### src/rtl/mem_port_arbiter.sv
// Shares one multi-cycle memory port between instruction fetch and the data stage.
// Data has priority; a starvation counter forces a fetch grant after STARVE_LIMIT data wins.
module mem_port_arbiter #(
  parameter int ADDR_WIDTH   = 32,
  parameter int DATA_WIDTH   = 32,
  parameter int STARVE_LIMIT = 4
) (
  input  logic                    clk_i,
  input  logic                    reset_i,
  input  logic                    if_req_i,
  input  logic [ADDR_WIDTH-1:0]   if_addr_i,
  output logic [DATA_WIDTH-1:0]   if_rdata_o,
  output logic                    if_done_o,
  input  logic                    dm_req_i,
  input  logic                    dm_we_i,
  input  logic [ADDR_WIDTH-1:0]   dm_addr_i,
  input  logic [DATA_WIDTH-1:0]   dm_wdata_i,
  input  logic [DATA_WIDTH/8-1:0] dm_be_i,
  output logic [DATA_WIDTH-1:0]   dm_rdata_o,
  output logic                    dm_done_o,
  output logic                    mem_req_o,
  output logic                    mem_we_o,
  output logic [ADDR_WIDTH-1:0]   mem_addr_o,
  output logic [DATA_WIDTH-1:0]   mem_wdata_o,
  output logic [DATA_WIDTH/8-1:0] mem_be_o,
  input  logic                    mem_gnt_i,
  input  logic                    mem_rvalid_i,
  input  logic [DATA_WIDTH-1:0]   mem_rdata_i,
  output logic                    stall_f_o,
  output logic                    stall_m_o
);

  localparam int BE_W = DATA_WIDTH / 8;
  localparam logic [2:0] LIMIT = 3'(STARVE_LIMIT);

  // state | meaning
  // IDLE  | arbitrate pending requests
  // REQ   | request presented, waiting for grant
  // RSP   | granted, waiting for rvalid
  typedef enum logic [1:0] {IDLE, REQ, RSP} state_e;

  state_e                state_q, state_d;
  logic                  owner_if_q, owner_if_d;
  logic [2:0]            starve_q, starve_d;
  logic                  we_q, we_d;
  logic [ADDR_WIDTH-1:0] addr_q, addr_d;
  logic [DATA_WIDTH-1:0] wdata_q, wdata_d;
  logic [BE_W-1:0]       be_q, be_d;
  logic [DATA_WIDTH-1:0] if_rdata_q, if_rdata_d;
  logic [DATA_WIDTH-1:0] dm_rdata_q, dm_rdata_d;
  logic                  fetch_win;
  logic                  rsp_done;

  assign rsp_done = (state_q == RSP) && mem_rvalid_i;

  always_comb begin
    state_d    = state_q;
    owner_if_d = owner_if_q;
    starve_d   = starve_q;
    we_d       = we_q;
    addr_d     = addr_q;
    wdata_d    = wdata_q;
    be_d       = be_q;
    if_rdata_d = if_rdata_q;
    dm_rdata_d = dm_rdata_q;
    fetch_win  = 1'b0;
    case (state_q)
      IDLE: begin
        if (if_req_i || dm_req_i) begin
          fetch_win = !dm_req_i || (if_req_i && (starve_q == LIMIT));
          state_d   = REQ;
          if (fetch_win) begin
            owner_if_d = 1'b1;
            we_d       = 1'b0;
            addr_d     = if_addr_i;
            wdata_d    = '0;
            be_d       = '1;
            starve_d   = '0;
          end else begin
            owner_if_d = 1'b0;
            we_d       = dm_we_i;
            addr_d     = dm_addr_i;
            wdata_d    = dm_wdata_i;
            be_d       = dm_we_i ? dm_be_i : '1;
            if (!if_req_i)              starve_d = '0;
            else if (starve_q != LIMIT) starve_d = starve_q + 3'd1;
          end
        end
      end
      REQ: begin
        if (mem_gnt_i) state_d = RSP;
      end
      RSP: begin
        if (mem_rvalid_i) begin
          state_d = IDLE;
          if (owner_if_q)  if_rdata_d = mem_rdata_i;
          else if (!we_q)  dm_rdata_d = mem_rdata_i;
        end
      end
      default: state_d = IDLE;
    endcase
  end

  always_ff @(posedge clk_i) begin
    if (reset_i) begin
      state_q    <= IDLE;
      owner_if_q <= 1'b0;
      starve_q   <= '0;
      we_q       <= 1'b0;
      addr_q     <= '0;
      wdata_q    <= '0;
      be_q       <= '0;
      if_rdata_q <= '0;
      dm_rdata_q <= '0;
    end else begin
      state_q    <= state_d;
      owner_if_q <= owner_if_d;
      starve_q   <= starve_d;
      we_q       <= we_d;
      addr_q     <= addr_d;
      wdata_q    <= wdata_d;
      be_q       <= be_d;
      if_rdata_q <= if_rdata_d;
      dm_rdata_q <= dm_rdata_d;
    end
  end

  assign mem_req_o   = (state_q == REQ);
  assign mem_we_o    = we_q;
  assign mem_addr_o  = addr_q;
  assign mem_wdata_o = wdata_q;
  assign mem_be_o    = be_q;

  assign if_done_o  = rsp_done && owner_if_q;
  assign dm_done_o  = rsp_done && !owner_if_q;
  // Read data is forwarded in the done cycle; stores leave the held load data alone.
  assign if_rdata_o = if_done_o ? mem_rdata_i : if_rdata_q;
  assign dm_rdata_o = (dm_done_o && !we_q) ? mem_rdata_i : dm_rdata_q;

  assign stall_f_o = if_req_i && !if_done_o;
  assign stall_m_o = dm_req_i && !dm_done_o;

endmodule
### config.mk
export PLATFORM = sky130hd
export DESIGN_NAME = mem_port_arbiter
export DESIGN_NICKNAME = d
export VERILOG_FILES = /design/src/rtl/mem_port_arbiter.sv
export SDC_FILE = /design/constraint.sdc
export NUM_CORES = 1
export LEC_CHECK = 0
export CORE_MARGIN = 5
export CORE_UTILIZATION = 45
export DETAILED_ROUTE_END_ITERATION = 12
export PLACE_DENSITY = 0.86
export SYNTH_ARGS = -nofsm -noshare
export SYNTH_HDL_FRONTEND = slang
export SYNTH_SLANG_ARGS = --single-unit
### constraint.sdc
create_clock -name clk_i -period 3.8 [get_ports clk_i]
set_input_delay 0.57 -clock clk_i [delete_from_list [all_inputs] [get_ports clk_i]]
set_output_delay 0.57 -clock clk_i [all_outputs]
set_load 0.05 [all_outputs]
* Word-level counts from Yosys, hierarchy flattened
Cells that the tools add are included.
** Operators by class
- Add/subtract/negate cells :: 1
- Bitwise gates (word level) :: 2
- Reductions and logical operators :: 20
- Mux-type cells :: 15
- Equality and inequality tests :: 8
** Operators with widths (number)
- $mux 32 :: 4
- $mux 3 :: 3
- $reduce_and 3->1 :: 3
- $mux 4 :: 2
- $logic_and 1x1->1 :: 7
- $mux 2 :: 3
- $pmux 2 s3 :: 1
- $logic_not 1->1 :: 5
- $ne 2x2->1 const B :: 2
- $reduce_and 4->1 :: 1
- $add 3x1->3 const B :: 1
- $eq 3x3->1 const B :: 1
- $ne 3x1->1 const B :: 1
- $ne 3x3->1 const B :: 1
- $eq 2x1->1 const B :: 1
- $eq 2x2->1 const B :: 1
- $logic_not 2->1 :: 1
- $logic_or 1x1->1 :: 2
- $mux 1 :: 2
- $ne 2x1->1 const B :: 1
- $not 1->1 :: 2
- $reduce_and 2->1 :: 1
** Word-level totals
- Word-level logic and storage cells :: 55
- Bits of input ports :: 139
- Output and inout port bits :: 138
- Flip-flop bits (word level) :: 139

* Depth between registers and ports, before layout
Gate-level depths: netlist of the first run.
- Word-level depth :: 5
- Depth in mapped cells :: 7
- Gate-level depth less buffers :: 5

* Worst setup path after synthesis of the first run
OpenSTA, ideal clock, no wires.
- Path type :: input to output
- From :: input mem_rvalid_i
- To :: output dm_rdata_o[23]
- Setup slack :: 1077 ps
- Path buffers :: 2
- Required time :: 3230 ps
- Arrival :: 2153 ps
- Cell stages on the path :: 5
- Cell sequence :: and4bb_1 nor2b_2 buf_6 buf_6 mux2_1
** Between the ends
- Cells in the longest elaborated chain, start to end :: 4
** Ends and longest elaborated chain
- start: declaration :: RTL line 27 : input logic mem_rvalid_i,
- $logic_and 1x1->1 :: RTL line 54 : assign rsp_done = (state_q == RSP) && mem_rvalid_i;
- $logic_and 1x1->1 :: RTL line 135 : assign dm_done_o = rsp_done && !owner_if_q;
- $logic_and 1x1->1 :: RTL line 138 : assign dm_rdata_o = (dm_done_o && !we_q) ? mem_rdata_i : dm_rdata_q;
- $mux 32 :: RTL line 138
- end: declaration :: RTL line 19 : output logic [DATA_WIDTH-1:0] dm_rdata_o,
Every way passes these cells.

* Final worst setup path of the first run
- From :: input mem_rvalid_i
- To :: output dm_rdata_o[24]
The elaborated chain is that of the path after synthesis.

==> impl_metrics.env, run 1 <==
export IMPL_outcome="finished clean"
export IMPL_first_global_vias=5709
export IMPL_ys_seq_area_share_pct=45.4
export IMPL_power_w=0.00401
export IMPL_rr_startpoint="starve_q[0]"
export IMPL_dp_cells=1070
export IMPL_clk_latency_ns=0.41
export IMPL_r2r_slack_ns=1.83
export IMPL_routedWlPerCell_um=18.2
export IMPL_r2r_end="mem_addr_o[20]"
export IMPL_cts_sinks=139
export IMPL_synth_seq_cells=139
export IMPL_row_count=42
export IMPL_endpoint_kind="primary output"
export IMPL_layout_commonest_cell="clkdlybuf4s50_1"
export IMPL_dp_hpwl_um=13900
export IMPL_rr_worst_depth=6
export IMPL_ir_drop_v=0.000297
export IMPL_clk_pin_slew_ns=0.05
export IMPL_p_per_area_nw_per_um2=429
export IMPL_gp_congestion=0.883
export IMPL_route_detailed_drc=0
export IMPL_first_pass_iters=5
export IMPL_synth_area_leaders="dfxtp_1 45%, mux2_1 6.1%, mux2_2 5.7%, a21oi_1 5.6%, o21ai_0 5.5%"
export IMPL_hold_class="reg2reg"
export IMPL_yosys_area_top_type="dfxtp_1"
export IMPL_ios=277
export IMPL_antenna_left=0
export IMPL_critPathRequiredTime_ns=3.23
export IMPL_start_util_pct=46.1
export IMPL_grt_use_total_pct=23.6
export IMPL_finalNonFillerCells=1100
export IMPL_regArea_sq_um=2780
export IMPL_cts_hold_buf=0
export IMPL_post_cts_buffers=0
export IMPL_wl_um=20000
export IMPL_numCtsBuffers=17
export IMPL_core_sq_um=13300
export IMPL_die_h_um=127
export IMPL_grt_max_degree=72
export IMPL_critPathCapture="dm_rdata_o[24]"
export IMPL_cts_repair_resize_count=0
export IMPL_finalSetupTns_ns=0
export IMPL_antenna_cells=0
export IMPL_cts_tree="done"
export IMPL_synth_top_area_share_pct=45.4
export IMPL_drt_iter0_drc=335
export IMPL_startpoint="mem_rvalid_i"
export IMPL_worstPathArrival_ns=2.50
export IMPL_die_x_um=127
export IMPL_ys_warn_count=0
export IMPL_grt_antenna_before_repair=0
export IMPL_die_area_sq_um=16100
export IMPL_cts_root_buffer="clkbuf_16"
export IMPL_crit_type="in2out"
export IMPL_multi_input_area_sq_um=3040
export IMPL_area_growth_syn_to_layout_pct=52.2
export IMPL_finalCriticalPeriod_ns=3.07
export IMPL_viasPerCell=5.43
export IMPL_syn_nets=810
export IMPL_drive_above_1_share_pct=16.7
export IMPL_ys_types=37
export IMPL_hold_viol_final=0
export IMPL_io_buffers=276
export IMPL_nNetsFinal=1054
export IMPL_design_area_sq_um=9340
export IMPL_fin_crit_sh_pct=80.9
export IMPL_fmax_mhz=325
export IMPL_final_cell_mix="208 x clkdlybuf4s50_1, 139 x dfxtp_1, 81 x buf_4, 69 x a21oi_1, 68 x o21ai_0"
export IMPL_slew_violations=0
export IMPL_drv_cap=0
export IMPL_rsz0062_at_grt="false"
export IMPL_clock_path_buffers=2
export IMPL_startpoint_type="input port"
export IMPL_nFillCells=1048
export IMPL_netlist_area_sq_um=6130
export IMPL_fin_skew_ns=0.00845
export IMPL_synth_cells=669
export IMPL_grt_pass1_wl_um=30500
export IMPL_crit_fanout=64
export IMPL_syn_avg_cell_area_sq_um=9.17
export IMPL_slew_headroom_pct=47.3
export IMPL_grt_overflow_total=0
export IMPL_dpl_instance_area_sq_um=8790
export IMPL_setup_viol=0
export IMPL_num_vias=5968
export IMPL_p_leak_nw=3.73
export IMPL_max_slew_worst_pin_slew_ns=0.791
export IMPL_htree_levels=4
## registers in the layout, indices dropped and copies added (netlist names)
register	cells
dm_rdata_q	32
if_rdata_q	32
mem_addr_o	32
mem_be_o	4
mem_wdata_o	32
mem_we_o	1
owner_if_q	1
starve_q	3
state_q	2
## per-stage QoR
step / hold slack [ns] / worst slack, ns / util, %
floorplan: 0.431 / 1.08 / -
global placement: 0.440 / 0.801 / 66.1
detailed placement: 0.447 / 0.751 / 66.1
CTS: 0.455 / 0.750 / 70.2
global route: 0.471 / 0.644 / 70.2
finish: 0.453 / 0.725 / 70.2
## cell usage after synthesis, drive strengths merged
master  instances
a211oi          1
a21oi          69
a22oi           1
a311oi         32
a31oi           1
and2           33
and3            1
and4bb          1
buf            25
clkbuf         42
dfxtp         139
ha              2
inv             5
mux2           64
mux2i          32
nand2          66
nand2b          1
nand3          66
nand4           2
nand4b          2
nor2            6
nor2b           2
nor3b           1
o21ai          68
o221a           4
or2             2
or4             1
## logic make-up (layout without fill, tap and decap cells)
logic type	Yosys count	in the layout	share of synthesized area, %
buffers and inverters	72	327	5.42
flip-flops	139	139	45.4
AND/OR/NAND/NOR	184	184	15.0
multiplexers	96	96	17.0
AO/OA/AOI/OAI	176	176	16.8
adder cells (fa/ha/maj)	2	2	0.408
## power breakdown
part	switching [W]	internal (W)	total [W]
clock network	0.000586	0.000938	0.00152
logic	0.000547	0.000356	0.000904
registers	0.0000430	0.00154	0.00158
## critical path, stage by stage
cell and delay, ns:
clkdlybuf4s50_1 0.52, and4bb_1 0.25, nor2b_4 0.17, buf_12 0.32, mux2_1 0.39, buf_4 0.20
## layout make-up
class / instances / share of cell area [%]
Clock buffer: 22 / 5.08
Clock inverter: 8 / 0.750
Inverter: 5 / 0.201
Multi-Input combinational cell: 458 / 32.5
Sequential cell: 139 / 29.8
Tap cell: 176 / 2.36
Timing Repair Buffer: 292 / 29.3
## metal layers
layer / share of wire [%] / track usage (%) / up-vias / routed length [um]
met5: 0 / 0 / - / 0
met4: 2.2 / 8.77 / 0 / 435
met3: 10 / 10.0 / 34 / 2010
met2: 48 / 38.5 / 247 / 9570
met1: 40 / 27.7 / 2797 / 7960
li1: - / - / 2890 / -
## how the worst min path moves through the flow
stage / startpoint / end / slack, ns / cells past startpoint
6_report: dm_rdata_q[18] / dm_rdata_q[18] / 0.45 / 2
5_1_grt: dm_rdata_q[3] / dm_rdata_q[3] / 0.47 / 2
4_1_cts: dm_rdata_q[18] / dm_rdata_q[18] / 0.45 / 2
3_5_place_dp: dm_rdata_q[18] / dm_rdata_q[18] / 0.45 / 2
3_3_place_gp: dm_rdata_q[11] / dm_rdata_q[11] / 0.44 / 2
2_1_floorplan: dm_rdata_q[10] / dm_rdata_q[10] / 0.43 / 2
Note: power is estimated with default switching activity, not from simulation.
==> inputs of run 2 (changes only) <==
CORE_UTILIZATION = 42   (was 45)
PLACE_DENSITY = 0.81   (was 0.86)
clock period = 3 ns   (was 3.8 ns; I/O delays follow)
==> impl_metrics.env, run 2 (synthesis results as in run 1) <==
export IMPL_nFillCells=1190
export IMPL_hold_path_depth=2
export IMPL_rr_worst_depth=5
export IMPL_antenna_left=0
export IMPL_crit_fanout=52
export IMPL_die_h_um=131
export IMPL_slew_headroom_pct=46.7
export IMPL_drive_above_1_share_pct=17.0
export IMPL_die_area_sq_um=17100
export IMPL_grt_antenna_before_repair=0
export IMPL_ios=277
export IMPL_startpoint_type="input port"
export IMPL_area_growth_syn_to_layout_pct=54.0
export IMPL_critical_path_top_delay_family="buffers and inverters"
export IMPL_p_sw_share_pct=29.6
export IMPL_slew_violations=0
export IMPL_dp_cells=1076
export IMPL_outcome="finished clean"
export IMPL_seqPwrFrac_pct=37.8
export IMPL_fmax_mhz=358
export IMPL_finalCriticalPeriod_ns=2.80
export IMPL_io_buffers=276
export IMPL_p_leak_nw=3.77
export IMPL_route_detailed_drc=0
export IMPL_clock_path_buffers=2
export IMPL_layout_commonest_cell="clkdlybuf4s50_1"
export IMPL_fin_skew_ns=0.00971
export IMPL_first_pass_iters=5
export IMPL_grt_use_total_pct=22.2
export IMPL_post_cts_buffers=0
export IMPL_num_vias=5939
export IMPL_grt_pass1_wl_um=30000
export IMPL_clk_pin_slew_ns=0.06
export IMPL_cts_root_buffer="clkbuf_16"
export IMPL_fin_crit_sh_pct=93.2
export IMPL_die_x_um=131
export IMPL_design_area_sq_um=9450
export IMPL_post_place_ws_ns=0.248
export IMPL_cts_hold_buf=0
export IMPL_htree_levels=4
export IMPL_antenna_cells=0
export IMPL_row_count=44
export IMPL_grt_overflow_total=0
export IMPL_setup_viol=0
export IMPL_hold_class="reg2reg"
export IMPL_cts_tree="done"
export IMPL_critPathRequiredTime_ns=2.55
export IMPL_cpMaxStageDelayCell="clkdlybuf4s50_1"
export IMPL_routedWlPerCell_um=18.0
export IMPL_max_stage_delay_ns=0.53
export IMPL_drt_iter0_drc=373
export IMPL_p_switching_w=0.00156
export IMPL_wl_um=19900
export IMPL_gp_congestion=0.828
export IMPL_power_share_clock_pct=40.6
export IMPL_start_util_pct=42.5
export IMPL_finalNonFillerCells=1108
export IMPL_r2r_slack_ns=1.05
export IMPL_regArea_sq_um=2780
export IMPL_cts_sinks=139
export IMPL_r2r_end="dm_rdata_q[26]"
export IMPL_multi_input_area_sq_um=3040
export IMPL_numCtsBuffers=17
export IMPL_max_slew_worst_pin_slew_ns=0.800
export IMPL_setup_slack_ns=0.204
export IMPL_drv_cap=0
export IMPL_nNetsFinal=1052
export IMPL_rr_startpoint="state_q[1]"
export IMPL_hold_path_startpoint="dm_rdata_q[20]"
export IMPL_viasPerCell=5.36
export IMPL_core_sq_um=14400
export IMPL_hold_path_end="dm_rdata_q[20]"
export IMPL_hold_ws_ns=0.456
export IMPL_first_global_vias=5632
export IMPL_rsz0062_at_grt="false"
export IMPL_finalSetupTns_ns=0
export IMPL_cts_repair_resize_count=0
export IMPL_hold_viol_final=0
export IMPL_crit_type="in2out"
export IMPL_dp_hpwl_um=13500
export IMPL_endpoint_kind="primary output"
export IMPL_final_cell_mix="207 x clkdlybuf4s50_1, 139 x dfxtp_1, 76 x buf_4, 69 x a21oi_1, 68 x o21ai_0"
export IMPL_p_int_w=0.00373
export IMPL_dpl_instance_area_sq_um=8840
export IMPL_worstPathArrival_ns=2.35
export IMPL_ir_drop_v=0.000311
export IMPL_grt_max_degree=72
export IMPL_cp_buffers_inverters=3
export IMPL_combPwrFrac_pct=21.6
export IMPL_cp_cell_sequence="clkdlybuf4s50_1 > and4bb_1 > nor2b_4 > buf_12 > mux2_1 > buf_4"
export IMPL_p_per_area_nw_per_um2=560
export IMPL_clk_latency_ns=0.42
==> run 2: routing by layer <==
layer	track usage [%]	part of all wire, %
met4	8.77	2.2
met3	8.70	11
met5	0	0
met2	35.1	46
met1	27.4	40
==> run 2: worst max path at each step <==
| stage | from | end | slack (ns) | cells after the start |
|---|---|---|---|---|
| final | mem_rvalid_i | dm_rdata_o[26] | 0.20 | 6 |
| after floorplan | state_q[1] | dm_rdata_o[23] | 0.51 | 6 |
| after global routing | state_q[1] | dm_rdata_o[11] | 0.12 | 5 |
| after detailed placement | mem_rvalid_i | dm_rdata_o[2] | 0.25 | 6 |
| after global placement | mem_rvalid_i | dm_rdata_o[1] | 0.28 | 6 |
| after CTS | mem_rvalid_i | dm_rdata_o[2] | 0.21 | 6 |
==> run 2: per-stage QoR <==
stage	utilization, %	power [W]
2_1_floorplan	-	0.00269
3_3_place_gp	61.3	0.00317
3_5_place_dp	61.3	0.00318
4_1_cts	65.5	0.00534
5_1_grt	65.5	0.00550
6_report	65.5	0.00529
==> run 2: final cells by class <==
type	instances	area share (%)
clock buffer	18	4.65
inverter	5	0.199
multi-input combinational	458	32.2
timing repair buffer	290	29.3
clock inverter	14	1.79
tap	184	2.44
sequential	139	29.5
==> run 2: power groups by stage <==
stage / logic (W) / registers [W] / clock network [W]
2_1_floorplan: 0.000367 / 0.00233 / 0
3_3_place_gp: 0.00114 / 0.00204 / 0
3_5_place_dp: 0.00114 / 0.00204 / 0
4_1_cts: 0.00115 / 0.00200 / 0.00219
5_1_grt: 0.00120 / 0.00201 / 0.00229
6_report: 0.00114 / 0.00200 / 0.00215
==> run 2: worst reg2reg max path: stages (launching register included) <==
cell      delay [ns]
dfxtp_1         0.51
and4bb_1        0.31
nor2b_4         0.19
buf_12          0.28
buf_4           0.37
mux2i_1         0.23
